--- config.mk ---
export PLATFORM = sky130hd
export DESIGN_NAME = regfile_wb_scheduler
export DESIGN_NICKNAME = d
export VERILOG_FILES = /design/src/rtl/regfile_wb_scheduler.sv
export SDC_FILE = /design/constraint.sdc
export NUM_CORES = 1
export LEC_CHECK = 0
export CAP_MARGIN = 30
export CORE_AREA = 2 2 113 115
export DETAILED_ROUTE_END_ITERATION = 12
export DIE_AREA = 0 0 115 117
export PLACE_DENSITY = 0.79
export SKIP_LAST_GASP = 1
export SLEW_MARGIN = 20
export SYNTH_ARGS = -nofsm -noshare
export SYNTH_HDL_FRONTEND = slang
export SYNTH_SLANG_ARGS = --single-unit
--- constraint.sdc ---
create_clock -name clk -period 2.1 [get_ports clk]
set_clock_uncertainty 0.15 [all_clocks]
set_input_delay 0.21 -clock clk [delete_from_list [all_inputs] [get_ports clk]]
set_output_delay 0.21 -clock clk [all_outputs]
set_load 0.02 [all_outputs]
--- src/rtl/regfile_wb_scheduler.sv ---
// regfile_wb_scheduler: write-port controller for the 3-read/1-write register file.
// Arbitrates ALU (req0) and load (req1) writebacks onto RW/PW/LE, keeps a
// pending-write scoreboard and flags read hazards for decode.
// Optional feature: define REGFILE_BYPASS_EN to forward PW to readers during the
// LE cycle instead of stalling them until the file write lands.
module regfile_wb_scheduler #(
    parameter int DATA_W    = 32,
    parameter int ADDR_W    = 5,
    parameter int FIXED_PRI = 0
) (
    input  logic                   clk,
    input  logic                   rst_n,
    input  logic                   req0_valid,
    output logic                   req0_ready,
    input  logic [ADDR_W-1:0]      req0_rd,
    input  logic [DATA_W-1:0]      req0_data,
    input  logic                   req1_valid,
    output logic                   req1_ready,
    input  logic [ADDR_W-1:0]      req1_rd,
    input  logic [DATA_W-1:0]      req1_data,
    input  logic                   iss_valid,
    input  logic [ADDR_W-1:0]      iss_rd,
    output logic                   iss_ready,
    input  logic [ADDR_W-1:0]      ra,
    input  logic [ADDR_W-1:0]      rb,
    input  logic [ADDR_W-1:0]      rc,
    output logic                   haz_a,
    output logic                   haz_b,
    output logic                   haz_c,
    output logic [2:0]             fwd_hit,
    output logic [DATA_W-1:0]      fwd_data,
    output logic [ADDR_W-1:0]      RW,
    output logic [DATA_W-1:0]      PW,
    output logic                   LE,
    output logic [2**ADDR_W-1:0]   pending
);

    localparam int NREGS = 2**ADDR_W;

    logic [ADDR_W-1:0] rw_q, rw_d;
    logic [DATA_W-1:0] pw_q, pw_d;
    logic              le_q, le_d;
    logic [NREGS-1:0]  pending_q, pending_d;
    // rr_last_q = 1 means req1 won the previous tie, so req0 wins the next one
    logic              rr_last_q, rr_last_d;
    logic              gnt0, gnt1;

    // Grant selection; round-robin pointer only moves when both requesters compete
    always_comb begin
        gnt0      = 1'b0;
        gnt1      = 1'b0;
        rr_last_d = rr_last_q;
        if (req0_valid && req1_valid) begin
            if (FIXED_PRI != 0) begin
                gnt1 = 1'b1;
            end else if (rr_last_q) begin
                gnt0 = 1'b1;
            end else begin
                gnt1 = 1'b1;
            end
            rr_last_d = gnt1;
        end else begin
            gnt0 = req0_valid;
            gnt1 = req1_valid;
        end
    end

    assign req0_ready = gnt0;
    assign req1_ready = gnt1;

    // Write-port next state: capture the granted request, suppress LE for r0
    always_comb begin
        rw_d = rw_q;
        pw_d = pw_q;
        le_d = 1'b0;
        if (gnt0) begin
            rw_d = req0_rd;
            pw_d = req0_data;
            le_d = (req0_rd != '0);
        end else if (gnt1) begin
            rw_d = req1_rd;
            pw_d = req1_data;
            le_d = (req1_rd != '0);
        end
    end

    // An instruction may only issue when no older write to its rd is outstanding
    assign iss_ready = ~pending_q[iss_rd];

    // Scoreboard: clear on the LE cycle, then set on issue so a same-edge set wins
    always_comb begin
        pending_d = pending_q;
        if (le_q) begin
            pending_d[rw_q] = 1'b0;
        end
        if (iss_valid && iss_ready && (iss_rd != '0)) begin
            pending_d[iss_rd] = 1'b1;
        end
        pending_d[0] = 1'b0;
    end

    // State registers; reset drops any in-flight write immediately
    always_ff @(posedge clk or negedge rst_n) begin
        if (!rst_n) begin
            rw_q      <= '0;
            pw_q      <= '0;
            le_q      <= 1'b0;
            pending_q <= '0;
            rr_last_q <= 1'b1;
        end else begin
            rw_q      <= rw_d;
            pw_q      <= pw_d;
            le_q      <= le_d;
            pending_q <= pending_d;
            rr_last_q <= rr_last_d;
        end
    end

    assign RW      = rw_q;
    assign PW      = pw_q;
    assign LE      = le_q;
    assign pending = pending_q;

    // Per-read-select hazard and bypass detection
    logic [ADDR_W-1:0] sel [3];
    logic [2:0]        haz_v;
    logic [2:0]        fwd_v;

    assign sel[0] = ra;
    assign sel[1] = rb;
    assign sel[2] = rc;

    genvar gi;
    generate
        for (gi = 0; gi < 3; gi++) begin : g_rd
            logic sel_nz;
            assign sel_nz = (sel[gi] != '0);
`ifdef REGFILE_BYPASS_EN
            // The value being written this cycle is already on PW, so serve it directly
            assign fwd_v[gi] = le_q && sel_nz && (sel[gi] == rw_q);
            assign haz_v[gi] = pending_q[sel[gi]] && sel_nz && !fwd_v[gi];
`else
            assign fwd_v[gi] = 1'b0;
            assign haz_v[gi] = pending_q[sel[gi]] && sel_nz;
`endif
        end
    endgenerate

    assign haz_a   = haz_v[0];
    assign haz_b   = haz_v[1];
    assign haz_c   = haz_v[2];
    assign fwd_hit = fwd_v;
`ifdef REGFILE_BYPASS_EN
    assign fwd_data = pw_q;
`else
    assign fwd_data = '0;
`endif

endmodule

==> results.sh, run 1 <==
export IMPL_status="finished, violations left"
export IMPL_violations="negative setup slack"
export IMPL_coreArea_sq_um=12310
export IMPL_yosys_area_top_type="dfrtp_1"
export IMPL_grt_remaining_overflow=0
export IMPL_dr_total_vias=5006
export IMPL_peakVddDrop_uv=534.7
export IMPL_crit_path_end_kind="output pin"
export IMPL_grt_pass1_vias=5034
export IMPL_path_max_fanout=2
export IMPL_cts_made_buffers=9
export IMPL_layout_drive_gt1_share_pct=22.79
export IMPL_p_sw_mw=3.297
export IMPL_critical_path_class="reg -> out"
export IMPL_die_y_um=117
export IMPL_slew_violations=0
export IMPL_cts_buffer_depth=2
export IMPL_p_comb_share_pct=54.5
export IMPL_required_ns=1.74
export IMPL_synthCells=493
export IMPL_final_cell_mix="clkdlybuf4s50_1, buf_4, nand2_1"
export IMPL_period_needed_ns=2.542
export IMPL_power_density_nw_per_um2=1137
export IMPL_min_delay_path_depth=3
export IMPL_yosysSeqAreaShare_pct=38.48
export IMPL_synthTopCellsByArea="dfrtp_1, mux2i_1, nand2_1, a22oi_1, buf_4"
export IMPL_setup_viol=8
export IMPL_timing_hold_ws_ns=0.2619
export IMPL_ios=210
export IMPL_worstReg2RegEnd="pending[10]$_DFF_PN0_"
export IMPL_fin_crit_sh_pct=121.0
export IMPL_timing_final_hold_violations=0
export IMPL_placed_area_sq_um=6915
export IMPL_die_area_sq_um=13460
export IMPL_reg2reg_depth=5
export IMPL_final_nets=840
export IMPL_cts_tree="yes"
export IMPL_hold_start="req1_data[28]"
export IMPL_start_util_pct=37.00
export IMPL_antenna_found_initial=1
export IMPL_worstPathCellList="mux4_2, and4_4, or4_4, nor4_4, buf_4"
export IMPL_dpl_hpwl_um=12810
export IMPL_clock_root_buffer="clkbuf_16"
export IMPL_port_buffers=173
export IMPL_intPower_mw=5.102
export IMPL_avgRoutedWirePerCell_um=18.89
export IMPL_leakage_nw=3.251
export IMPL_maxCapViolCount=0
export IMPL_regToRegSetupSlack_ns=-0.07
export IMPL_hold_end="PW[28]$_DFFE_PN0P_"
export IMPL_swShare_pct=39.26
export IMPL_yosysWarningCount=0
export IMPL_ys_ff_latch=70
export IMPL_power_total_mw=8.399
export IMPL_synth_edf_count=0
export IMPL_final_common_cell="clkdlybuf4s50_1"
export IMPL_grtUsageTotal_pct=24.90
export IMPL_synth_top_area_share_pct=37.90
export IMPL_worstPathArrival_ns=2.18
export IMPL_viasPerCell=5.587
export IMPL_rsz0062_at_grt="yes"
export IMPL_fmax_mhz=393.4
export IMPL_synth_area_per_cell_sq_um=9.241
export IMPL_clkLatencyLatePin_ns=0.33
export IMPL_ys_types=52
export IMPL_worst_pin_slew_ns=0.6607
export IMPL_hp_class="in -> reg"
export IMPL_core_rowCount=41
export IMPL_tns_ns=-1.405
export IMPL_seqPwrFrac_pct=27.9
export IMPL_grt_max_degree=71
export IMPL_totalWireLength_um=16930
export IMPL_clk_pin_slew_ns=0.05
export IMPL_rr_startpoint="pending[31]$_DFF_PN0_"
export IMPL_cpMaxStageDelayCell="mux4_2"
export IMPL_syn_area_sq_um=4556
export IMPL_start_kind="flop"
export IMPL_setup_slack_ns=-0.4420
export IMPL_ant_nets=0
export IMPL_syn_to_final_growth_pct=62.21
export IMPL_synth_flop_cell="dfrtp_1"
export IMPL_final_area_sq_um=7390
export IMPL_drt_pass1_iterations=5
export IMPL_grt_pass1_wl_um=25710
export IMPL_gp_congestion=0.9341
export IMPL_drtIter0Drc=430
export IMPL_htreeDepth=3
export IMPL_synth_async_reset_ratio_pct=100.0
export IMPL_clockPowerShare_pct=17.7
export IMPL_max_slew_margin_rel_pct=55.55
export IMPL_dieWidth_um=115
export IMPL_cp_slowest_stage_delay_ns=0.48
export IMPL_drcViolationCount=0
export IMPL_clkSinkCount=70
export IMPL_diodes=0
-- metal layers --
layer  vias to the layer above  track usage (%)  part of all wire, %
met1                      2414            29.75                   39
met5                         -                0                0.065
met2                       300            41.53                   48
met4                         2            9.880                  2.4
met3                        42            8.496                   10
li1                       2248                -                    -
-- how the worst max path moves through the flow --
stage | startpoint | endpoint | slack [ns] | cells past startpoint
final | pending[31]$_DFF_PN0_ | iss_ready | -0.44 | 5
after global routing | pending[31]$_DFF_PN0_ | iss_ready | -0.50 | 5
after CTS | pending[31]$_DFF_PN0_ | iss_ready | -0.46 | 5
after detailed placement | iss_rd[0] | iss_ready | -0.93 | 6
after global placement | iss_rd[0] | iss_ready | -0.94 | 6
after floorplan | pending[31]$_DFF_PN0_ | iss_ready | -0.12 | 4
-- power by group through the flow --
| stage | logic [mW] | clock network [mW] | registers [mW] |
|---|---|---|---|
| global route | 4.84 | 1.59 | 2.39 |
| CTS | 4.51 | 1.52 | 2.33 |
| global placement | 4.16 | 0 | 2.34 |
| finish | 4.58 | 1.48 | 2.34 |
| floorplan | 1.40 | 0 | 2.81 |
| detailed placement | 4.27 | 0 | 2.36 |
-- cells in the mapped netlist (3+ instances only) --
library cell / n
nand2_1: 86
dfrtp_1: 69
o21ai_0: 45
a22oi_1: 37
buf_4: 36
mux2i_1: 34
clkbuf_1: 23
o31ai_1: 14
nor2b_1: 13
a21oi_1: 10
mux2_2: 10
nand3b_1: 10
buf_1: 8
mux4_2: 7
nor2_1: 7
or3b_2: 7
a22o_1: 6
nand2b_1: 6
o22ai_1: 5
or4_1: 5
inv_1: 4
nor4_1: 4
a2111oi_0: 3
a221o_1: 3
a221oi_1: 3
a2bb2oi_1: 3
a31oi_1: 3
nand3_1: 3
o2bb2ai_1: 3
-- critical path, delay by kind of cell, from the launching register on --
| kind | cells | cell delay (ns) |
|---|---|---|
| AND/OR/NAND/NOR | 3 | 0.78 |
| buffers and inverters | 1 | 0.19 |
| flip-flops | 1 | 0.41 |
| multiplexers | 1 | 0.48 |
-- sequential cells by signal, indices dropped and copies added, names as in the netlist --
register	flops
PW	32
RW	5
rr_last_q	1
LE	1
pending	31
-- kinds of logic after synthesis --
group | synth area share [%]
buf+inv | 9.283
other cells | 0.08232
flops | 38.48
compound gates | 21.04
mux | 13.98
xor+xnor | 0.1923
simple gates | 16.95
-- per-stage QoR --
step,instances,utilization [%],worst slack (ns)
floorplan,528,-,-0.1170
global placement,869,56.17,-0.9398
detailed placement,869,56.17,-0.9344
CTS,896,59.74,-0.4556
global route,896,60.02,-0.4987
finish,896,60.02,-0.4420
-- what timing repair did --
| item | CTS | global route |
|---|---|---|
| buffers inserted | 10 | 0 |
| hold buffers | 1 | 0 |
| resized for setup | 48 | 7 |
| setup endpoints to repair | 10 | 13 |
| pin swaps | 5 | 0 |
| endpoints found under the hold margin | 69 | 0 |
-- final cells by class --
cell class	instances	area, sq um
clock buffers	14	254.0
multi-input cells	384	2621
flip-flops and latches	70	1764
inverters	4	15.01
repair buffers	272	2512
well taps	150	187.7
clock inverters	2	35.03
fillers	1056	4922
(Power assumes the default switching activity.)
==> run 2, diff against run 1 <==
--- a/config.mk
+++ b/config.mk
@@ -6,12 +6,11 @@
 export NUM_CORES = 1
 export LEC_CHECK = 0
 export CAP_MARGIN = 30
-export CORE_AREA = 2 2 113 115
+export CORE_AREA = 10 10 135 137
 export DETAILED_ROUTE_END_ITERATION = 12
-export DIE_AREA = 0 0 115 117
-export PLACE_DENSITY = 0.79
+export DIE_AREA = 0 0 145 147
+export PLACE_DENSITY = 0.66
 export SKIP_LAST_GASP = 1
-export SLEW_MARGIN = 20
 export SYNTH_ARGS = -nofsm -noshare
 export SYNTH_HDL_FRONTEND = slang
 export SYNTH_SLANG_ARGS = --single-unit
==> run 2 against run 1 <==
The flow still finishes with violations (negative setup slack). Count of clock-buffer cells in the layout down 3. Via count down 0.26%. Non-clock buffer count grew 13. Critical path depth unchanged. Fmax is 1.2% lower. Power grew 2.0%. Global-route usage fell by 7.2 points. Worst setup slack worse by 0.030 ns.
==> results.sh, run 2 (same netlist as run 1, synthesis figures left out) <==
export IMPL_status="finished, violations left"
export IMPL_violations="negative setup slack"
export IMPL_fmax_mhz=388.8
export IMPL_peakVddDrop_uv=507.9
export IMPL_worst_pin_slew_ns=0.5023
export IMPL_clk_pin_slew_ns=0.06
export IMPL_hold_start="req1_data[9]"
export IMPL_ant_nets=0
export IMPL_placed_area_sq_um=7091
export IMPL_cts_made_buffers=9
export IMPL_setup_viol=9
export IMPL_port_buffers=173
export IMPL_power_density_nw_per_um2=1129
export IMPL_fin_crit_sh_pct=122.5
export IMPL_clkLatencyLatePin_ns=0.33
export IMPL_totalWireLength_um=19700
export IMPL_path_max_fanout=5
export IMPL_required_ns=1.74
export IMPL_avgRoutedWirePerCell_um=20.16
export IMPL_grt_pass1_wl_um=30340
export IMPL_layout_drive_gt1_share_pct=24.51
export IMPL_slew_violations=0
export IMPL_timing_hold_ws_ns=0.2539
export IMPL_multiInputGateArea_sq_um=2643
export IMPL_final_nets=853
export IMPL_hp_class="in -> reg"
export IMPL_cts_tree="yes"
export IMPL_largest_reg_flops=32
export IMPL_cts_buffer_depth=2
export IMPL_dpl_hpwl_um=15620
export IMPL_core_rowCount=46
export IMPL_drcViolationCount=0
export IMPL_regToRegSetupSlack_ns=-0.11
export IMPL_die_y_um=147
export IMPL_timing_final_hold_violations=0
export IMPL_final_area_sq_um=7585
export IMPL_grt_max_degree=40
export IMPL_viasPerCell=5.111
export IMPL_hold_end="PW[9]$_DFFE_PN0P_"
export IMPL_rsz0062_at_grt="yes"
export IMPL_fill_cells=1510
export IMPL_reg2reg_depth=6
export IMPL_die_area_sq_um=21320
export IMPL_grt_pass1_vias=5316
export IMPL_antenna_found_initial=2
export IMPL_crit_path_end_kind="output pin"
export IMPL_critical_path_class="reg -> out"
export IMPL_syn_to_final_growth_pct=66.49
export IMPL_drt_pass1_iterations=6
export IMPL_grt_remaining_overflow=0
export IMPL_final_cell_mix="clkdlybuf4s50_1, buf_4, nand2_1"
export IMPL_min_delay_path_depth=3
export IMPL_maxCapViolCount=0
export IMPL_start_util_pct=29.21
export IMPL_htreeDepth=3
export IMPL_clock_root_buffer="clkbuf_16"
export IMPL_dr_total_vias=4993
export IMPL_coreArea_sq_um=15600
export IMPL_drtIter0Drc=294
export IMPL_rr_startpoint="pending[31]$_DFF_PN0_"
export IMPL_period_needed_ns=2.572
export IMPL_dieWidth_um=145
export IMPL_max_slew_margin_rel_pct=66.41
export IMPL_startpoint="pending[6]$_DFF_PN0_"
export IMPL_ios=210
export IMPL_power_total_mw=8.566
export IMPL_leakage_nw=3.295
export IMPL_final_common_cell="clkdlybuf4s50_1"
export IMPL_clkSinkCount=70
export IMPL_seq_area_sq_um=1768
export IMPL_worstPathArrival_ns=2.21
export IMPL_start_kind="flop"
export IMPL_grtUsageTotal_pct=17.70
export IMPL_gp_congestion=0.9069
export IMPL_worstReg2RegEnd="pending[10]$_DFF_PN0_"
export IMPL_setup_slack_ns=-0.4719
## run 2: cell types whose count changed in the layout (fill, tap and decap cells not counted), sizes merged
cell | before | now
buf | 103 | 116
clkbuf | 14 | 11
clkdlybuf4s50 | 160 | 161
clkinv | 1 | 2
clkinvlp | 0 | 2
diode | 0 | 2
dlymetal6s2s | 2 | 1
## run 2: layer usage
metal  routed length (um)  share of wire (%)  vias up  track usage [%]
met2                 9019                 46      318            28.01
met4                  236                1.2        0            4.188
li1                     -                  -     2280                -
met3                 2424                 12       21            8.016
met5                    0                  0        -                0
met1                 8020                 41     2374            21.52
## run 2: per-stage QoR
step           std cells  util (%)  setup TNS, ns  setup slack, ns
4_1_cts              971     47.72         -1.597          -0.5076
2_1_floorplan        528         -        -0.1170          -0.1170
3_5_place_dp         950     45.46         -7.813          -0.7313
5_1_grt              975     48.60         -2.573          -0.5600
6_report             977     48.63         -1.847          -0.4719
3_3_place_gp         950     45.46         -7.403          -0.7021
## run 2: report_power, final
group / total [mW] / switching (mW) / internal, mW
logic: 4.48 / 2.13 / 2.35
registers: 2.56 / 0.727 / 1.83
clock network: 1.53 / 0.576 / 0.951
## run 2: final cells by class
type / instances / share of cell area (%)
tap: 216 / 3.563
clock buffer: 11 / 3.200
antenna: 2 / 0.06598
sequential: 70 / 23.31
timing repair buffer: 285 / 34.05
clock inverter: 5 / 0.7753
multi-input combinational: 384 / 34.84
inverter: 4 / 0.1980
## run 2: how the worst max path moves through the flow
stage and to:
2_1_floorplan iss_ready, 3_3_place_gp haz_b, 3_5_place_dp haz_b, 4_1_cts iss_ready
5_1_grt iss_ready, 6_report iss_ready
## run 2: timing repair
item                                    CTS  global route
pin swaps                                 0             4
hold endpoints to repair                 17             0
gates resized for setup                  26            27
endpoints found under the setup margin   13            15
hold buffers                              1             0
buffers inserted                          4             4
## run 2: critical path: stages, from the launching register on
cell     delay [ns]
dfrtp_2        0.48
buf_4          0.16
mux4_1         0.53
and3b_1        0.24
nor4_4         0.28
buf_4          0.19
==> run 3, diff against run 2 <==
--- a/config.mk
+++ b/config.mk
@@ -6,10 +6,11 @@
 export NUM_CORES = 1
 export LEC_CHECK = 0
 export CAP_MARGIN = 30
-export CORE_AREA = 10 10 135 137
+export CORE_AREA = 10 10 105 177
 export DETAILED_ROUTE_END_ITERATION = 12
-export DIE_AREA = 0 0 145 147
-export PLACE_DENSITY = 0.66
+export DIE_AREA = 0 0 115 187
+export PLACE_DENSITY = 0.65
+export SKIP_CTS_REPAIR_TIMING = 1
 export SKIP_LAST_GASP = 1
 export SYNTH_ARGS = -nofsm -noshare
 export SYNTH_HDL_FRONTEND = slang
==> run 3 against run 2 <==
The flow still finishes with violations (negative setup slack). Worst setup slack better by 0.019 ns. Count of clock-buffer cells in the layout down 1. Sequential share of layout area up 0.12 points. Wire length down 0.72%. Flip-flop and latch count unchanged. Largest cell class unchanged.
==> results.sh, run 3 (same netlist as run 1, synthesis figures left out) <==
export IMPL_maxCapViolCount=0
export IMPL_drcViolationCount=0
export IMPL_avgRoutedWirePerCell_um=20.96
export IMPL_status="finished, violations left"
export IMPL_final_nets=838
export IMPL_leakage_nw=3.317
export IMPL_port_buffers=173
export IMPL_cpLargestDelayFamily="buffers and inverters"
export IMPL_clkLatencyLatePin_ns=0.33
export IMPL_power_density_nw_per_um2=1135
export IMPL_violations="negative setup slack"
export IMPL_ant_nets=0
export IMPL_fill_cells=1523
export IMPL_required_ns=1.74
export IMPL_regToRegSetupSlack_ns=-0.06
export IMPL_final_cell_count_no_fill=933
export IMPL_slew_violations=0
export IMPL_peakVddDrop_uv=419.3
export IMPL_syn_to_final_growth_pct=65.53
export IMPL_rsz0062_at_grt="yes"
export IMPL_multiInputGateArea_sq_um=2650
export IMPL_timing_final_hold_violations=0
export IMPL_fin_crit_sh_pct=121.6
export IMPL_setup_slack_ns=-0.4531
export IMPL_cp_slowest_stage_delay_ns=0.60
export IMPL_critical_path_class="in -> out"
export IMPL_start_util_pct=28.98
export IMPL_hp_class="in -> reg"
export IMPL_die_area_sq_um=21510
export IMPL_gp_congestion=0.9202
export IMPL_antenna_found_initial=0
export IMPL_dieWidth_um=115
export IMPL_grt_max_degree=71
export IMPL_diodes=0
export IMPL_dpl_hpwl_um=16070
export IMPL_cpMaxStageDelayCell="clkdlybuf4s50_1"
export IMPL_worstPathCellList="clkdlybuf4s50_1, buf_6, mux2i_1, nor3_1, or4_4, nor4_4, buf_4"
export IMPL_totalWireLength_um=19560
export IMPL_setup_viol=11
export IMPL_cts_made_buffers=9
export IMPL_start_kind="primary input"
export IMPL_drtIter0Drc=217
export IMPL_htreeDepth=3
export IMPL_cts_buffer_depth=2
export IMPL_final_common_cell="clkdlybuf4s50_1"
export IMPL_clk_pin_slew_ns=0.07
export IMPL_dpl_worst_slack_ns=-1.017
export IMPL_fmax_mhz=391.7
export IMPL_crit_buf_inv=3
export IMPL_clock_root_buffer="clkbuf_16"
export IMPL_clkSinkCount=70
export IMPL_grt_pass1_vias=5434
export IMPL_dr_total_vias=4840
export IMPL_period_needed_ns=2.553
export IMPL_worstPathArrival_ns=2.19
export IMPL_core_rowCount=61
export IMPL_cts_tree="yes"
export IMPL_die_y_um=187
export IMPL_grt_pass1_wl_um=29680
export IMPL_utilization_pct=47.96
export IMPL_seq_area_sq_um=1767
export IMPL_largest_reg_flops=32
export IMPL_drt_pass1_iterations=5
export IMPL_worst_pin_slew_ns=0.7359
export IMPL_ios=210
export IMPL_viasPerCell=5.188
export IMPL_crit_path_end_kind="output pin"
export IMPL_coreArea_sq_um=15720
export IMPL_path_max_fanout=10
export IMPL_max_slew_margin_rel_pct=50.49
export IMPL_grtUsageTotal_pct=17.55
export IMPL_layout_drive_gt1_share_pct=23.39
export IMPL_final_cell_mix="clkdlybuf4s50_1, buf_4, nand2_1"
export IMPL_grt_remaining_overflow=0
export IMPL_place_inst=915
export IMPL_tns_ns=-1.529
==> run 3: cell count changes in the layout (fill, tap and decap cells not counted), moves of 4 or more <==
cell,previous run,this run
buf_12,1,5
buf_4,110,89
dlygate4sd2_1,6,0
dlymetal6s2s_1,1,7
o31ai_2,0,4
o31ai_4,4,0
==> run 3: metrics by stage <==
step	hold WS [ns]	total power, mW	cell area [sq um]
2_1_floorplan	-0.2356	4.211	4701
3_3_place_gp	0.1114	6.721	7057
3_5_place_dp	0.1151	6.799	7057
4_1_cts	-0.2520	8.493	7380
5_1_grt	0.2455	9.025	7541
6_report	0.2508	8.560	7541
==> run 3: power by group <==
group	switching, mW	leakage [nW]	total (mW)	internal, mW
clock	0.599	0.153	1.65	1.05
sequential	0.530	0.817	2.36	1.83
combinational	2.26	2.35	4.55	2.29
total	3.39	3.32	8.56	5.17
==> run 3: layer usage <==
layer | global-route usage, % | routed length, um
met3 | 5.684 | 1481
met4 | 9.417 | 847
met1 | 15.01 | 6142
met5 | 0 | 0
met2 | 33.65 | 11090
==> run 3: final timing paths <==
check                      cells after the start                     to                  start
min in group asynchronous                      3  pending[13]$_DFF_PN0_                  rst_n
min                                            3     PW[20]$_DFFE_PN0P_          req1_data[20]
min reg2reg                                    2      PW[1]$_DFFE_PN0P_      PW[1]$_DFFE_PN0P_
max reg2reg                                    5   pending[8]$_DFF_PN0_  pending[31]$_DFF_PN0_
max                                            7              iss_ready              iss_rd[1]
max in group asynchronous                      3  rr_last_q$_DFFE_PN1N_                  rst_n
==> run 3: cell type report <==
type	instances	area share, %
multi-input cells	384	35.14
repair buffers	270	33.81
flip-flops and latches	70	23.43
well taps	189	3.136
clock buffers	10	3.036
clock inverters	6	1.244
inverters	4	0.1991
==> run 3: worst register-to-register path, delay by kind of cell (launching register included) <==
family                 cells  cell delay [ns]
AOI/OAI and AO/OA          1             0.20
buffers and inverters      1             0.19
DFF                        1             0.40
muxes                      1             0.48
and+or+nand+nor            2             0.64
